$ cat config.mk
export PLATFORM = sky130hd
export DESIGN_NAME = uart_tx
export DESIGN_NICKNAME = d
export VERILOG_FILES = /design/src/rtl/uart_tx.sv
export SDC_FILE = /design/constraint.sdc
export NUM_CORES = 1
export LEC_CHECK = 0
export BUFFER_PORTS_ARGS = -buffer_cell sky130_fd_sc_hd__buf_2
export CORE_MARGIN = 2
export CORE_UTILIZATION = 58
export DETAILED_ROUTE_END_ITERATION = 8
export GPL_ROUTABILITY_DRIVEN = 0
export PLACE_DENSITY_LB_ADDON = 0.1
export SYNTH_ARGS = -nofsm -noshare
export SYNTH_HDL_FRONTEND = slang
export SYNTH_SLANG_ARGS = --single-unit
$ cat constraint.sdc
create_clock -name clk -period 2.7 [get_ports clk]
set_input_delay 0.405 -clock clk [delete_from_list [all_inputs] [get_ports clk]]
set_output_delay 0.405 -clock clk [all_outputs]
set_load 0.02 [all_outputs]
$ cat src/rtl/uart_tx.sv
// uart_tx: serial UART transmitter with a one-deep holding buffer.
// Frames are start(0), DATA_BITS data bits LSB first, optional parity, and
// STOP_BITS stop bits(1). Every bit lasts exactly CLKS_PER_BIT clocks.
// Ports:
//   clk      system clock, rising edge
//   reset    asynchronous active-low reset
//   tx_data  byte to transmit, captured on an accepting edge
//   tx_valid tx_data valid
//   tx_ready holding buffer empty (combinational, independent of tx_valid)
//   tx       registered serial line, idle high
//   tx_busy  frame in progress (any state but IDLE)
//   tx_done  one-cycle pulse during the final cycle of the last stop bit
module uart_tx #(
  parameter int unsigned CLKS_PER_BIT = 16,
  parameter int unsigned DATA_BITS    = 8,
  parameter int unsigned PARITY_EN    = 0,
  parameter int unsigned PARITY_ODD   = 0,
  parameter int unsigned STOP_BITS    = 1
) (
  input  logic                 clk,
  input  logic                 reset,
  input  logic [DATA_BITS-1:0] tx_data,
  input  logic                 tx_valid,
  output logic                 tx_ready,
  output logic                 tx,
  output logic                 tx_busy,
  output logic                 tx_done
);

  localparam int unsigned CW = (CLKS_PER_BIT > 1) ? $clog2(CLKS_PER_BIT) : 1;
  localparam int unsigned BW = $clog2(DATA_BITS + 1);

  localparam logic [CW-1:0] CYC_LAST  = CW'(CLKS_PER_BIT - 1);
  localparam logic [CW-1:0] CYC_PRE   = CW'(CLKS_PER_BIT - 2);
  localparam logic [BW-1:0] DATA_LAST = BW'(DATA_BITS - 1);
  localparam logic [BW-1:0] STOP_LAST = BW'(STOP_BITS - 1);

  typedef enum logic [2:0] {
    IDLE   = 3'd0,
    START  = 3'd1,
    DATA   = 3'd2,
    PARITY = 3'd3,
    STOP   = 3'd4
  } state_t;

  state_t               state, state_n;
  logic                 buf_full, buf_full_n;
  logic [DATA_BITS-1:0] buf_data, buf_data_n;
  logic [DATA_BITS-1:0] shift, shift_n;
  logic                 par, par_n;
  logic [CW-1:0]        cyc_cnt, cyc_n;
  logic [BW-1:0]        bit_cnt, bit_n;
  logic                 tx_n, busy_n, done_n;
  logic                 bit_end;
  logic                 load;

  assign tx_ready = ~buf_full;
  assign bit_end  = (cyc_cnt == CYC_LAST);

  // State and datapath registers; reset forces the line high at once.
  always_ff @(posedge clk or negedge reset) begin
    if (!reset) begin
      state    <= IDLE;
      buf_full <= 1'b0;
      buf_data <= '0;
      shift    <= '0;
      par      <= 1'b0;
      cyc_cnt  <= '0;
      bit_cnt  <= '0;
      tx       <= 1'b1;
      tx_busy  <= 1'b0;
      tx_done  <= 1'b0;
    end else begin
      state    <= state_n;
      buf_full <= buf_full_n;
      buf_data <= buf_data_n;
      shift    <= shift_n;
      par      <= par_n;
      cyc_cnt  <= cyc_n;
      bit_cnt  <= bit_n;
      tx       <= tx_n;
      tx_busy  <= busy_n;
      tx_done  <= done_n;
    end
  end

  // Next state, counters, shift register and holding buffer.
  always_comb begin
    state_n    = state;
    cyc_n      = bit_end ? '0 : cyc_cnt + CW'(1);
    bit_n      = bit_cnt;
    shift_n    = shift;
    par_n      = par;
    load       = 1'b0;
    buf_full_n = buf_full;
    buf_data_n = buf_data;

    case (state)
      IDLE: begin
        cyc_n = '0;
        if (buf_full) begin
          state_n = START;
          load    = 1'b1;
        end
      end
      START: begin
        if (bit_end) begin
          state_n = DATA;
          bit_n   = '0;
        end
      end
      DATA: begin
        if (bit_end) begin
          if (bit_cnt == DATA_LAST) begin
            bit_n   = '0;
            state_n = (PARITY_EN != 0) ? PARITY : STOP;
          end else begin
            bit_n   = bit_cnt + BW'(1);
            shift_n = shift >> 1;
          end
        end
      end
      PARITY: begin
        if (bit_end) begin
          state_n = STOP;
          bit_n   = '0;
        end
      end
      STOP: begin
        if (bit_end) begin
          if (bit_cnt == STOP_LAST) begin
            bit_n = '0;
            // A pending byte starts the next frame with no idle gap.
            if (buf_full) begin
              state_n = START;
              load    = 1'b1;
            end else begin
              state_n = IDLE;
            end
          end else begin
            bit_n = bit_cnt + BW'(1);
          end
        end
      end
      default: state_n = IDLE;
    endcase

    if (load) begin
      shift_n    = buf_data;
      par_n      = (^buf_data) ^ (PARITY_ODD != 0);
      buf_full_n = 1'b0;
    end

    // Load and accept never share an edge: ready is low while the buffer is full.
    if (tx_valid && !buf_full) begin
      buf_full_n = 1'b1;
      buf_data_n = tx_data;
    end
  end

  // Registered outputs are decoded from the next state so tx is glitch-free.
  always_comb begin
    tx_n   = 1'b1;
    busy_n = (state_n != IDLE);
    done_n = (state == STOP) && (cyc_cnt == CYC_PRE) && (bit_cnt == STOP_LAST);
    case (state_n)
      START:   tx_n = 1'b0;
      DATA:    tx_n = shift_n[0];
      PARITY:  tx_n = par_n;
      default: tx_n = 1'b1;
    endcase
  end

endmodule

Word level (Yosys, flattened, before mapping)
Index checks and enable logic that the tools add are counted.
- input port bits: 11
- output and inout port bits: 4
- register bits: 32
- reduce and logical (&&, ||, !) cells: 15
- equal/unequal tests: 14
- mux-type cells: 29
- bitwise logic cells: 1
- add/subtract/negate cells: 2
- operators with widths (operator ; number):
    $mux W8 ; 4
    $mux W4 ; 7
    $mux W3 ; 7
    $pmux W3 S5 ; 1
    $eq A3 B2 Y1 const B ; 4
    $pmux W4 S3 ; 1
    $add A4 B1 Y4 const B ; 2
    $eq A4 B4 Y1 const B ; 2
    $reduce_xor A8 Y1 ; 1
    $mux W1 ; 7
    $eq A3 B1 Y1 const B ; 2
    $ne A2 B2 Y1 const B ; 3
    $reduce_bool A2 Y1 ; 3
    $reduce_bool A3 Y1 ; 2
    $eq A4 B3 Y1 const B ; 1
    $logic_not A4 Y1 ; 1
    $reduce_and A4 Y1 ; 1
    $eq A3 B3 Y1 const B ; 1
    $logic_and A1 B1 Y1 ; 3
    $logic_not A3 Y1 ; 1
    $pmux W1 S3 ; 1
    $reduce_and A3 Y1 ; 1
    $ne A2 B1 Y1 const B ; 1
    $pmux W1 S2 ; 1
    3 further kinds ; 3

Logic depth before layout (Yosys ltp)
Gate-level depths: netlist of the first run.
- depth in word-level cells: 6
- depth in mapped cells: 8

Worst setup path before layout of the first run
Ideal clock, no wire load.
- kind: register to register
- start point: register bit_cnt[0]
- end point: register shift[0]
- stages on the path, launching flop included: 6
- setup slack: 0.751 ns
- library setup time: 0.127 ns
- data arrival time: 1.822 ns
- period minus slack after synthesis: 1.949 ns
- cell sequence: dfrtp_1 > ha_1 > and3b_1 > nor4_4 > mux2_4 > mux2_1
- longest elaborated chain between the ends: 5
- ends and longest elaborated chain (what ; RTL line ; RTL):
    start, declared ; 52 ; logic [BW-1:0] bit_cnt, bit_n;
    start signal, assigned ; 80 ; bit_cnt <= bit_n;
    $logic_not A4 Y1 or $eq A4 B3 Y1 (tied branches) ; 131, 114 ;
    $mux W1 or $mux W8 (tied branches) ; 131, 114 ;
    $mux W1 or $mux W8 (tied branches) ; 130, 113 ;
    $pmux W1 S2 or $mux W8 (tied branches) ; 98 ; case (state)
    $mux W8 (*) ; 148 ; if (load) begin
    net shift_n[0] ; 49 ; logic [DATA_BITS-1:0] shift, shift_n;
    end signal, assigned ; 77 ; shift <= shift_n;
    end, declared ; 49 ;
Mark *: on every way through the listed nets, which the timed path passes. The rest lies on a longest branch. The select of a mux whose other input is x is not followed.
A chain may end at the register's enable or synchronous reset.

Worst setup path after layout of the first run
Ends and elaborated chain as after synthesis.

==> results of run 1 <==
flip-flops by register name (all words and copies together) (netlist names):
signal / flops
bit_cnt: 4
buf_data: 8
buf_full: 1
cyc_cnt: 4
par: 1
shift: 8
state: 3
tx: 1
tx_busy: 1
tx_done: 1
layout by cell type, fill, tap and decap left out, types with 2 or more instances in the layout:
cell type	count
nand2b_1	2
nand3_1	3
dfrtp_1	31
o21ai_0	5
ha_1	4
a21o_2	4
nor2_1	10
a21o_1	5
or3_1	2
nand2_1	4
clkinv_2	2
clkbuf_4	5
inv_1	7
a21oi_1	5
mux2_2	8
nor2b_1	2
xnor2_1	8
buf_2	14
or2b_1	2
a22o_1	7
nor3_1	4
final cells by class:
| class | instances | share of cell area |
|---|---|---|
| Sequential cell | 32 | 0.457 |
| Clock inverter | 2 | 0.00570 |
| Tap cell | 31 | 0.0221 |
| Clock buffer | 6 | 0.0292 |
| Multi-Input combinational cell | 96 | 0.427 |
| Inverter | 7 | 0.0150 |
| Timing Repair Buffer | 15 | 0.0442 |
worst max-delay path: stages (launching register included):
cell and delay, ns:
dfrtp_1 0.43, ha_1 0.25, and3b_1 0.23, nor4_4 0.21
buf_4 0.20, mux2_4 0.31, mux2_1 0.29
worst max path at each step:
stage | from | end | slack [ns] | cells after the start
after CTS | bit_cnt[0]$_DFFE_PN0P_ | shift[0]$_DFF_PN0_ | 0.65 | 6
after floorplan | bit_cnt[0]$_DFFE_PN0P_ | shift[0]$_DFF_PN0_ | 0.75 | 5
final | bit_cnt[0]$_DFFE_PN0P_ | shift[0]$_DFF_PN0_ | 0.67 | 6
after detailed placement | bit_cnt[0]$_DFFE_PN0P_ | shift[0]$_DFF_PN0_ | 0.70 | 6
after global routing | bit_cnt[1]$_DFFE_PN0P_ | shift[3]$_DFFE_PN0P_ | 0.56 | 7
after global placement | bit_cnt[0]$_DFFE_PN0P_ | shift[0]$_DFF_PN0_ | 0.73 | 6
stage by stage:
stage | hold slack, ns | cells
2_1_floorplan | 0.109 | 139
3_3_place_gp | 0.460 | 181
3_5_place_dp | 0.469 | 181
4_1_cts | 0.131 | 189
5_1_grt | 0.161 | 189
6_report | 0.111 | 189
cell families after synthesis:
kind of cell             synth area share
flip-flops                          0.502
multiplexers                       0.0728
XOR/XNOR                           0.0438
AND/OR/NAND/NOR                     0.157
adder cells (fa/ha/maj)            0.0313
buffers and inverters              0.0297
AO/OA/AOI/OAI                       0.164
power breakdown:
group | switching [mW] | internal (mW)
sequential | 0.168 | 0.670
combinational | 0.315 | 0.370
clock | 0.160 | 0.124
total | 0.643 | 1.16
layer usage:
| metal | wire [µm] | GRT usage | up-vias |
|---|---|---|---|
| li1 | - | - | 538 |
| met1 | 1190 | 0.240 | 531 |
| met2 | 1440 | 0.341 | 14 |
| met3 | 77 | 0.0668 | 4 |
| met4 | 35 | 0.0918 | 0 |
| met5 | 0 | 0 | - |
==> flow_metrics.py, run 1 <==
metrics = {
    "finish": {
        "area_growth_pct": 9.78,
        "drive_above_1_share": 0.285,
        "multi_input_area_um2": 749,
        "final_cell_area_mm2": 0.00176,
        "nFillCells": 220,
        "finalNetCount": 172,
        "final_util": 0.653,
        "ff_latch_area_um2": 802,
        "antenna_cells": 0,
    },
    "logic_synthesis": {
        "yosysUniqueCellTypes": 43,
        "synthesis.area_mm2": 0.00160,
        "ys_warn_count": 0,
        "syn_inst": 139,
        "syn_nets": 154,
        "yosys-top-cells-area": "dfrtp_1 (49%), mux2_2 (5.6%), xnor2_1 (4.4%)",
        "synth_area_leader_cell": "dfrtp_1",
        "synth_top_area_share": 0.485,
        "syn_area_per_cell_um2": 11.5,
        "yosys-top-cells-count": "dfrtp_1 (31), nor2_1 (10), mux2_2 (8), xnor2_1 (8)",
        "synth-main-ff-cell": "dfrtp_1",
        "ys_seq_area_frac": 0.502,
        "ys_ff_latch": 32,
        "synthArstFlopShare": 1.00,
        "synth_edf_count": 0,
        "yosysMostFrequentCell": "dfrtp_1",
    },
    "critical_path": {
        "crit_fanout": 8,
        "cp.required_ns": 2.92,
        "startpoint_type": "register",
        "r2r_start": "bit_cnt[0]$_DFFE_PN0P_",
        "end_kind": "register",
        "worstPathArrival_ns": 2.25,
        "critical_path_class": "register to register",
        "r2r_end": "shift[0]$_DFF_PN0_",
        "ff2ff_path_depth": 6,
        "r2r_slack_ns": 0.67,
    },
    "sta": {
        "hold_violations": 0,
        "fin_ws_ns": 0.667,
        "fin_skew_ns": 0.00867,
        "finalCriticalPeriod_ns": 2.03,
        "tightest_slew_ns": 0.707,
        "setup_tns_ns": 0,
        "slew_headroom": 0.529,
        "period_share": 0.753,
        "slew_viol_final": 0,
        "fmax_mhz": 492,
        "setup_violations": 0,
        "rsz0062_at_grt": "no",
    },
    "run": {
        "drv_cap": 0,
    },
    "power_and_ir_drop": {
        "report.power.total_mw": 1.81,
        "p_leak_nw": 0.796,
        "power_density_mw_per_mm2": 1030,
        "peakVddDrop_mv": 0.713,
    },
    "global_routing": {
        "grt_start_max_net_pins": 33,
        "grt.total_usage": 0.205,
        "antenna_found_initial": 0,
        "grt_pass1_wl_um": 5020,
        "grt_pass1_vias": 1137,
        "overflow": 0,
    },
    "place": {
        "dpl.hpwl_um": 1920,
        "port_buffers": 14,
        "place_worst_setup_slack_ns": 0.698,
        "post_dp_cell_area_mm2": 0.00169,
    },
    "clocking": {
        "hold_buffers": 0,
        "cts_max_path_buffers": 2,
        "cts.reportedPaths.clkPinSlew_ns": 0.10,
        "clock_latency_ns": 0.33,
        "tritoncts": "done",
        "numCtsBuffers": 5,
        "cts_setup_buffers": 0,
        "cts.htree.levels": 2,
        "clockRootBuffer": "clkbuf_4",
        "cts_resized": 0,
        "clock-sinks": 32,
    },
    "detailed_routing": {
        "drt-vias-per-instance": 5.75,
        "drtIter0Drc": 37,
        "drc": 0,
        "routed_wl_um": 2740,
        "vias": 1087,
        "drt-pass1-iter-count": 4,
        "wl_per_cell_um": 14.5,
        "ant_nets": 0,
    },
    "floorplanning": {
        "start_util": 0.595,
        "core_area_mm2": 0.00269,
        "dieHeight_um": 56.5,
        "die_w_um": 56.5,
        "rows": 19,
        "dieArea_mm2": 0.00319,
        "io_pins": 15,
    },
    "status": {
        "outcome": "finished, final reports clean",
    },
    "min_path": {
        "hold_path.class": "input pin to asynchronous set/reset pin",
    },
}
Power figures use the tool's default switching activity.
==> run 2: changes to the inputs <==
--- a/config.mk
+++ b/config.mk
@@ -7,7 +7,7 @@
 export LEC_CHECK = 0
 export BUFFER_PORTS_ARGS = -buffer_cell sky130_fd_sc_hd__buf_2
 export CORE_MARGIN = 2
-export CORE_UTILIZATION = 58
+export CORE_UTILIZATION = 52
 export DETAILED_ROUTE_END_ITERATION = 8
 export GPL_ROUTABILITY_DRIVEN = 0
 export PLACE_DENSITY_LB_ADDON = 0.1
==> constraint.sdc (replaced) <==
create_clock -name clk -period 1.7 [get_ports clk]
set_input_delay 0.255 -clock clk [delete_from_list [all_inputs] [get_ports clk]]
set_output_delay 0.255 -clock clk [all_outputs]
set_load 0.02 [all_outputs]
==> flow_metrics.py, run 2 (synthesized netlist as in run 1, its figures left out) <==
metrics = {
    "floorplanning": {
        "die_w_um": 59.5,
        "io_pins": 15,
        "dieHeight_um": 59.5,
        "start_util": 0.537,
        "core_area_mm2": 0.00298,
        "rows": 20,
        "dieArea_mm2": 0.00353,
    },
    "detailed_routing": {
        "wl_per_cell_um": 14.2,
        "drt-pass1-iter-count": 5,
        "drc": 0,
        "vias": 1213,
        "drtIter0Drc": 32,
        "drt-vias-per-instance": 5.49,
        "routed_wl_um": 3150,
        "ant_nets": 0,
    },
    "clocking": {
        "cts_max_path_buffers": 2,
        "numCtsBuffers": 5,
        "clock_latency_ns": 0.33,
        "clock-sinks": 32,
        "clockRootBuffer": "clkbuf_4",
        "cts.reportedPaths.clkPinSlew_ns": 0.11,
        "cts.htree.levels": 2,
        "tritoncts": "done",
    },
    "global_routing": {
        "grt_start_max_net_pins": 33,
        "grt_pass1_vias": 1297,
        "overflow": 0,
        "antenna_found_initial": 0,
        "grt.total_usage": 0.207,
        "grt_pass1_wl_um": 5380,
    },
    "sta": {
        "slew_viol_final": 0,
        "period_share": 1.10,
        "fmax_mhz": 533,
        "tightest_slew_ns": 0.707,
        "fin_ws_ns": -0.175,
        "finalCriticalPeriod_ns": 1.87,
        "rsz0062_at_grt": "yes",
        "fin_skew_ns": 0.00809,
        "setup_violations": 16,
        "hold_violations": 0,
        "slew_headroom": 0.529,
    },
    "place": {
        "place_worst_setup_slack_ns": -0.194,
        "port_buffers": 14,
        "dpl.hpwl_um": 2240,
    },
    "power_and_ir_drop": {
        "p_leak_nw": 0.949,
        "peakVddDrop_mv": 0.905,
        "report.power.total_mw": 3.20,
        "power_density_mw_per_mm2": 1540,
    },
    "critical_path": {
        "critical_path_class": "register to register",
        "startpoint_type": "register",
        "cp.required_ns": 1.94,
        "crit_chain": "inv_1 -> ha_2 -> or3b_4 -> o21ai_4 -> and3_4 -> nor2_1 -> a21o_2",
        "end_kind": "register",
        "cpMaxStageDelayCell": "dfrtp_1",
        "crit_fanout": 6,
        "max_stage_delay_ns": 0.42,
        "worstPathArrival_ns": 2.11,
        "path_buf_inv": 1,
        "cp_top_family": "simple AND/OR/NAND/NOR gates",
    },
    "finish": {
        "area_growth_pct": 29.7,
        "final_util": 0.696,
        "mostFrequentLayoutCells": "dfrtp_1 (31), buf_4 (25), buf_2 (14)",
        "reg_top3": "buf_data x8, shift x8",
        "drive_above_1_share": 0.457,
        "antenna_cells": 0,
        "finalNetCount": 202,
        "final_common_cell": "dfrtp_1",
    },
    "status": {
        "violations": "setup timing",
        "outcome": "finished, violations left",
    },
    "min_path": {
        "hold_path.class": "input pin to register",
    },
    "run": {
        "drv_cap": 0,
    },
}
-- run 2: cell count changes in the layout (fill, tap and decap cells not counted), moves of 2 or more --
cell | before | now
ha_1 | 4 | 1
clkinv_2 | 2 | 0
buf_6 | 0 | 5
buf_4 | 1 | 25
ha_2 | 0 | 2
clkinvlp_4 | 0 | 2
o21ai_0 | 5 | 3
-- run 2: path summary, 6_finish.rpt --
check	from	slack (ns)	endpoint	cells after the start
setup reg to reg	bit_cnt[0]$_DFFE_PN0P_	-0.17	shift[4]$_DFFE_PN0P_	7
setup / recovery	bit_cnt[0]$_DFFE_PN0P_	-0.17	shift[4]$_DFFE_PN0P_	7
min in group asynchronous	reset	0.50	cyc_cnt[3]$_DFF_PN0_	2
hold reg to reg	shift[2]$_DFFE_PN0P_	0.49	shift[2]$_DFFE_PN0P_	1
hold / removal	tx_data[4]	0.14	buf_data[4]$_DFFE_PN0P_	2
max in group asynchronous	reset	0.74	cyc_cnt[0]$_DFF_PN0_	2
-- run 2: layer usage --
layer,GRT usage,share of wire
met1,0.219,0.40
met2,0.388,0.55
met3,0.0524,0.030
met4,0.0779,0.015
met5,0,0
-- run 2: final cells by class --
class | count | area [µm²]
timing repair buffer | 45 | 324
tap | 33 | 41.3
clock inverter | 2 | 15.0
clock buffer | 6 | 51.3
multi-input combinational | 96 | 813
sequential | 32 | 802
inverter | 7 | 26.3
fill | 234 | 905
-- run 2: per-stage QoR --
stage               setup TNS, ns  instances  hold WS, ns  area, µm²
floorplan                  -0.856        139      -0.0406       1620
global placement            -1.42        203        0.335       1860
detailed placement          -1.80        203        0.347       1860
CTS                         -1.73        220        0.135       2050
global route                -3.32        221        0.109       2070
finish                      -2.03        221        0.143       2070
-- run 2: where the power goes --
| part | internal, mW | switching, mW | leakage [nW] |
|---|---|---|---|
| Sequential | 1.06 | 0.232 | 0.390 |
| Combinational | 0.811 | 0.618 | 0.528 |
| Clock | 0.201 | 0.273 | 0.0305 |
| Total | 2.08 | 1.12 | 0.949 |
-- run 2: what timing repair did --
action                     CTS  global route
hold endpoints to repair    31             0
resized for setup           12             5
pin swaps                   11             3
setup endpoints to repair   14            17
hold buffers                 1             0
setup buffers                8             1
